File: src/rtl/imem_ctrl_pkg.sv
// imem_ctrl_pkg: state encoding and default address width shared by the instruction-memory controller.
package imem_ctrl_pkg;

   localparam int PC_WIDTH = 10;

   typedef enum logic {
      IMEM_S_LOAD = 1'b0,
      IMEM_S_RUN  = 1'b1
   } imem_state_e;

endpackage

File: src/rtl/imem_rsp_reg.sv
// imem_rsp_reg: registers the combinational inst_mem read data so fetch sees a fixed one-cycle latency.
module imem_rsp_reg
   import imem_ctrl_pkg::*;
#(
   parameter int DW = 32
) (
   input  logic          clka,
   input  logic          rst_n,
   input  logic          i_gnt,
   input  logic          i_flush,
   input  logic [DW-1:0] i_rdata,
   output logic          o_rvalid,
   output logic [DW-1:0] o_rdata
);

   logic          r_rv;
   logic [DW-1:0] r_rdata;

   always_ff @(posedge clka or negedge rst_n) begin
      if (!rst_n) begin
         r_rv    <= 1'b0;
         r_rdata <= '0;
      end else begin
         r_rv <= i_gnt;
         if (i_gnt) begin
            r_rdata <= i_rdata;
         end
      end
   end

   // The squash is combinational so a redirect in the response cycle hides stale data at once.
   assign o_rvalid = r_rv & ~i_flush;
   assign o_rdata  = r_rdata;

endmodule

File: src/rtl/imem_ctrl.sv
// imem_ctrl: shares the inst_mem port between fetch reads and loader writes and sequences boot.
// Loader support is built only with IMEM_LOADER_EN; without it the core runs straight out of reset.
module imem_ctrl
   import imem_ctrl_pkg::*;
#(
   parameter int AW = PC_WIDTH,
   parameter int DW = 32
) (
   input  logic          clka,
   input  logic          rst_n,
   input  logic          f_req,
   input  logic [AW-1:0] f_addr,
   input  logic          f_flush,
   output logic          f_gnt,
   output logic          f_rvalid,
   output logic [DW-1:0] f_rdata,
   input  logic          l_req,
   input  logic [AW-1:0] l_addr,
   input  logic [DW-1:0] l_wdata,
   input  logic          l_last,
   output logic          l_gnt,
   output logic          mem_re,
   output logic          mem_we,
   output logic [AW-1:0] mem_addr,
   output logic [DW-1:0] mem_wdata,
   input  logic [DW-1:0] mem_rdata,
   output logic          boot_done,
   output logic [AW:0]   load_cnt
);

   logic w_f_gnt;

`ifdef IMEM_LOADER_EN
   localparam logic [AW:0] CNT_MAX = {1'b1, {AW{1'b0}}};

   imem_state_e   r_state;
   imem_state_e   w_state_next;
   logic          r_boot_done;
   logic          w_boot_done_next;
   logic [AW:0]   r_load_cnt;
   logic [AW:0]   w_load_cnt_next;
   logic          w_l_gnt;
   logic          w_mem_re;
   logic          w_mem_we;
   logic [AW-1:0] w_mem_addr;

   always_ff @(posedge clka or negedge rst_n) begin
      if (!rst_n) begin
         r_state     <= IMEM_S_LOAD;
         r_boot_done <= 1'b0;
         r_load_cnt  <= '0;
      end else begin
         r_state     <= w_state_next;
         r_boot_done <= w_boot_done_next;
         r_load_cnt  <= w_load_cnt_next;
      end
   end

   always_comb begin
      w_state_next     = r_state;
      w_boot_done_next = r_boot_done;
      w_load_cnt_next  = r_load_cnt;
      w_l_gnt          = 1'b0;
      w_f_gnt          = 1'b0;
      w_mem_re         = 1'b0;
      w_mem_we         = 1'b0;
      w_mem_addr       = f_addr;
      case (r_state)
         IMEM_S_LOAD: begin
            w_l_gnt    = l_req;
            w_mem_we   = l_req;
            w_mem_addr = l_addr;
            if (l_req) begin
               if (r_load_cnt != CNT_MAX) begin
                  w_load_cnt_next = r_load_cnt + (AW+1)'(1);
               end
               if (l_last) begin
                  w_state_next     = IMEM_S_RUN;
                  w_boot_done_next = 1'b1;
               end
            end
         end
         IMEM_S_RUN: begin
            // A loader word while running halts fetch and opens a fresh session; that word is not
            // written here, so the loader must present it again.
            if (l_req) begin
               w_state_next     = IMEM_S_LOAD;
               w_boot_done_next = 1'b0;
               w_load_cnt_next  = '0;
            end else begin
               w_f_gnt  = f_req;
               w_mem_re = f_req;
            end
         end
         default: begin
            w_state_next = IMEM_S_LOAD;
         end
      endcase
   end

   assign l_gnt     = w_l_gnt;
   assign mem_re    = w_mem_re;
   assign mem_we    = w_mem_we;
   assign mem_addr  = w_mem_addr;
   assign mem_wdata = l_wdata;
   assign boot_done = r_boot_done;
   assign load_cnt  = r_load_cnt;
`else
   logic w_unused_loader;

   assign w_unused_loader = ^{l_req, l_addr, l_wdata, l_last};
   assign w_f_gnt         = f_req;
   assign l_gnt           = 1'b0;
   assign mem_re          = f_req;
   assign mem_we          = 1'b0;
   assign mem_addr        = f_addr;
   assign mem_wdata       = '0;
   assign boot_done       = 1'b1;
   assign load_cnt        = '0;
`endif

   assign f_gnt = w_f_gnt;

   imem_rsp_reg #(
      .DW(DW)
   ) u_rsp (
      .clka    (clka),
      .rst_n   (rst_n),
      .i_gnt   (w_f_gnt),
      .i_flush (f_flush),
      .i_rdata (mem_rdata),
      .o_rvalid(f_rvalid),
      .o_rdata (f_rdata)
   );

endmodule
File: config.mk
export PLATFORM = sky130hd
export DESIGN_NAME = imem_ctrl
export DESIGN_NICKNAME = d
export VERILOG_FILES = /design/src/rtl/imem_ctrl_pkg.sv /design/src/rtl/imem_rsp_reg.sv /design/src/rtl/imem_ctrl.sv
export SDC_FILE = /design/constraint.sdc
export NUM_CORES = 1
export LEC_CHECK = 0
export CORE_AREA = 2 2 78 80
export CTS_BUF_LIST = sky130_fd_sc_hd__clkbuf_8
export DETAILED_ROUTE_END_ITERATION = 12
export DIE_AREA = 0 0 80 82
export PLACE_DENSITY = 0.86
export SYNTH_ARGS = -nofsm -noshare
export SYNTH_HDL_FRONTEND = slang
export SYNTH_SLANG_ARGS = --single-unit
File: constraint.sdc
create_clock -name clka -period 1.9 [get_ports clka]
set_input_delay 0.19 -clock clka [delete_from_list [all_inputs] [get_ports clka]]
set_output_delay 0.19 -clock clka [all_outputs]
set_load 0.01 [all_outputs]
# [Word-level counts from Yosys, hierarchy flattened]
# Cells that the tools add are included.
[classes] n_bitwise=2
[ops] cell="$and A1 B1 Y1" n=1
[ops] cell="$not A1 Y1" n=1
[word_totals] ff_bits=33 elab_cells=4

# [Depth between registers and ports, before layout]
[depth] word_depth=2 ltp_mapped=3 mapped_depth_nobuf=1

# [Cells and area by module]
# A second synthesis with hierarchy kept.
[unflattened] cells_unflattened=130 area_unflattened_um2=1819.2
[modules_own_cells] module="imem_rsp_reg" n_inst=1 cells_per_inst=70 area_per_inst_um2=1376.3 seq_area_each_um2=825.8
[modules_own_cells] module="imem_ctrl" n_inst=1 cells_per_inst=60 area_per_inst_um2=442.9 seq_area_each_um2=0.0

# [Worst setup path before layout]
# No wires, ideal clock.
[synth_timing] kind="input-to-reg" from="input f_req" to="register u_rsp.r_rdata[0], in the netlist u_rsp.o_rdata[0]" arrival_ns=0.732 required_time_ns=1.775 setup_slack_ns=1.043 stages=3 path_buffers=2 cell_sequence="buf_6 buf_12 mux2_4"
[synth_lines] item="from (decl)" line_no="imem_ctrl.sv:11" rtl="input logic f_req,"
[synth_lines] item="to (signal assigned)" line_no="imem_rsp_reg.sv:26" rtl="r_rdata <= i_rdata;"
[synth_lines] item="to (decl)" line_no="imem_rsp_reg.sv:17" rtl="logic [DW-1:0] r_rdata;"
# No word-level cell between the ends.

# [Final worst setup path]
[layout_timing] from="register u_rsp.r_rv" to="output f_rvalid"
[layout_between] elab_chain_cells=1
[layout_rtl] item="from (decl)" line_no="imem_rsp_reg.sv:16" rtl="logic r_rv;"
[layout_rtl] item="from (signal assigned)" line_no="imem_rsp_reg.sv:24" rtl="r_rv <= i_gnt;"
[layout_rtl] item="$and A1 B1 Y1" line_no="imem_rsp_reg.sv:32" rtl="assign o_rvalid = r_rv & ~i_flush;"
[layout_rtl] item="to (decl)" line_no="imem_ctrl.sv:15" rtl="output logic f_rvalid,"
# No other way between the ends.

==> results.py <==
metrics = {
    "status": {
        "status": "completed",
    },
    "cts": {
        "ctsHoldBuffers": 1,
        "cts_tree": "built",
        "clkTransAtPathRegs_ps": 60,
        "root_buffer": "clkbuf_8",
        "postCtsResizedCells": 0,
        "cts_buffers": 5,
        "cts_num_sinks": 33,
        "insertion_delay_ps": 270,
        "htree_levels": 2,
        "cts_setup_buffers": 0,
        "clockBufferDepth": 2,
    },
    "power_and_ir_drop": {
        "p_leak_nw": 1.133,
        "powerDensity_nw_per_um2": 767.3,
        "irDropWorstVdd_mv": 0.2653,
    },
    "die": {
        "die_x_um": 80,
        "fp.dieH_um": 82,
        "pin_count": 181,
        "start_util": 0.3166,
        "die-area_sq_um": 6560,
        "core_area_sq_um": 5746,
        "rows": 28,
    },
    "routing": {
        "firstDrtPassIters": 3,
        "num_vias": 985,
        "drt_iter0_drc": 20,
        "finalWirelength_um": 3283,
        "ant_nets": 0,
        "wl_per_cell_um": 12.25,
        "drc": 0,
        "via_per_inst": 3.675,
    },
    "setup_path": {
        "timing.rr.start": "u_rsp.o_rdata[8]",
        "required_ps": 1710,
        "crit_path_start_kind": "register",
        "critPathMaxFanout": 1,
        "startpoint": "u_rsp.r_rv",
        "critical_path_class": "register to output port",
        "arrival_ps": 1250,
        "end_kind": "output port",
    },
    "yosys": {
        "synth_area_sq_um": 1819,
        "synth-simple-area-share": 0.003439,
        "synth_top_family_by_area": "buffers and inverters",
        "yosysSeqAreaShare": 0.4539,
        "synth_top_area_share": 0.4539,
        "ys_warn_count": 0,
        "synth_compound_area_frac": 0,
        "synth_seq_cells": 33,
        "synthAdderAreaFrac": 0,
        "ys_top_cells_by_area": "dfrtp_1, mux2_4, buf_4, buf_12, mux2_2",
        "synth_area_per_cell_sq_um": 13.99,
        "synthCells": 130,
        "synth-xor-area-share": 0,
        "ys_types": 8,
        "yosys.area.top_type": "dfrtp_1",
        "muxShareOfSynthArea": 0.2600,
    },
    "place": {
        "placedCellCount": 259,
        "post-dp-hpwl_um": 2454,
        "gp_congestion": 0.6229,
        "placed_area_sq_um": 2277,
        "io_buffers": 70,
    },
    "sta": {
        "tightestPinTransition_ps": 737.5,
        "grt_setup_unrepaired": "false",
        "setup_viol": 0,
        "min_period_over_period": 0.7597,
        "slew_headroom": 0.5083,
        "slew_viol_final": 0,
        "setup_tns_ps": 0,
        "fin_crit_ps": 1443,
        "finClkSkew_ps": 0,
        "fmax_mhz": 692.8,
        "finalHoldViolCount": 0,
    },
    "layout": {
        "utilization": 0.4157,
        "stdcell_area_sq_um": 2389,
        "num-nets-final": 282,
        "drive_gt1_frac": 0.2280,
        "diodes": 0,
        "area_delta_synth_final_pct": 31.29,
        "instances_no_fill": 268,
    },
    "min_path": {
        "min-delay-start": "f_req",
        "hold_path.class": "primary input to register",
    },
    "global_route": {
        "grt_pass1_vias": 971,
        "grt_usage": 0.09771,
        "grt_pass1_wl_um": 4823,
        "gr-total-overflow": 0,
        "antenna_found_initial": 0,
        "grt_max_degree": 34,
    },
    "flow_run": {
        "drv_cap": 0,
    },
}
## where the power goes
part	total (mW)	switching [mW]	internal [mW]	leakage (nW)
Clock	0.575	0.248	0.327	0.0542
Combinational	0.448	0.167	0.281	0.693
Sequential	0.810	0.0376	0.772	0.386
## final timing paths
check / to / slack (ps) / cells past startpoint
max: f_rvalid / 460 / 2
min: u_rsp.r_rv / 330 / 2
max reg2reg: u_rsp.o_rdata[8] / 1130 / 1
min reg2reg: u_rsp.o_rdata[10] / 510 / 1
max in group asynchronous: u_rsp.o_rdata[3] / 910 / 2
min in group asynchronous: u_rsp.o_rdata[29] / 530 / 2
## synth_stat cells, drive strengths merged
master	instances
buf	62
nor2b	1
dfrtp	33
mux2	32
conb	2
## metal layers
metal / vias to the layer above / GRT usage / wire length, um
li1: 439 / - / -
met1: 468 / 0.1083 / 1215
met2: 68 / 0.1650 / 1686
met3: 10 / 0.02857 / 292
met4: 0 / 0.06102 / 89
met5: - / 0 / 0
## kinds of logic after synthesis
family / count (synthesis)
simple gates: 1
mux: 32
flops: 33
other cells: 2
buf+inv: 62
## registers in the layout (all words and copies together) (netlist names)
signal,flops
u_rsp.o_rdata,32
u_rsp.r_rv,1
## area by class of cell
type / instances / area, sq um
Fill cell: 555 / 3357
Timing Repair Buffer: 73 / 715.7
Sequential cell: 33 / 825.8
Clock inverter: 1 / 5.005
Clock buffer: 7 / 96.34
Tap cell: 75 / 93.84
Multi-Input combinational cell: 79 / 651.9
## layout by cell type (no fill, tap or decap), drive strengths merged
cell            n
clkbuf          7
dfrtp          33
nor2b           1
buf             4
dlygate4sd3     1
conb           46
clkdlybuf4s50  68
mux2           32
clkinv          1
## critical path, cell delays in order, from the launching register on
cell and delay [ps]:
dfrtp_1 310, nor2b_1 130, clkdlybuf4s50_1 540
## metrics by stage
step	power (mW)	hold WS (ps)	setup WS, ps
final	1.833	334.8	456.6
after global routing	1.943	324.3	384.6
after CTS	1.869	322.3	425.9
after detailed placement	1.272	305.7	447.6
after global placement	1.260	295.2	476.8
after floorplan	1.130	-105.6	1043
(Power assumes the default switching activity.)
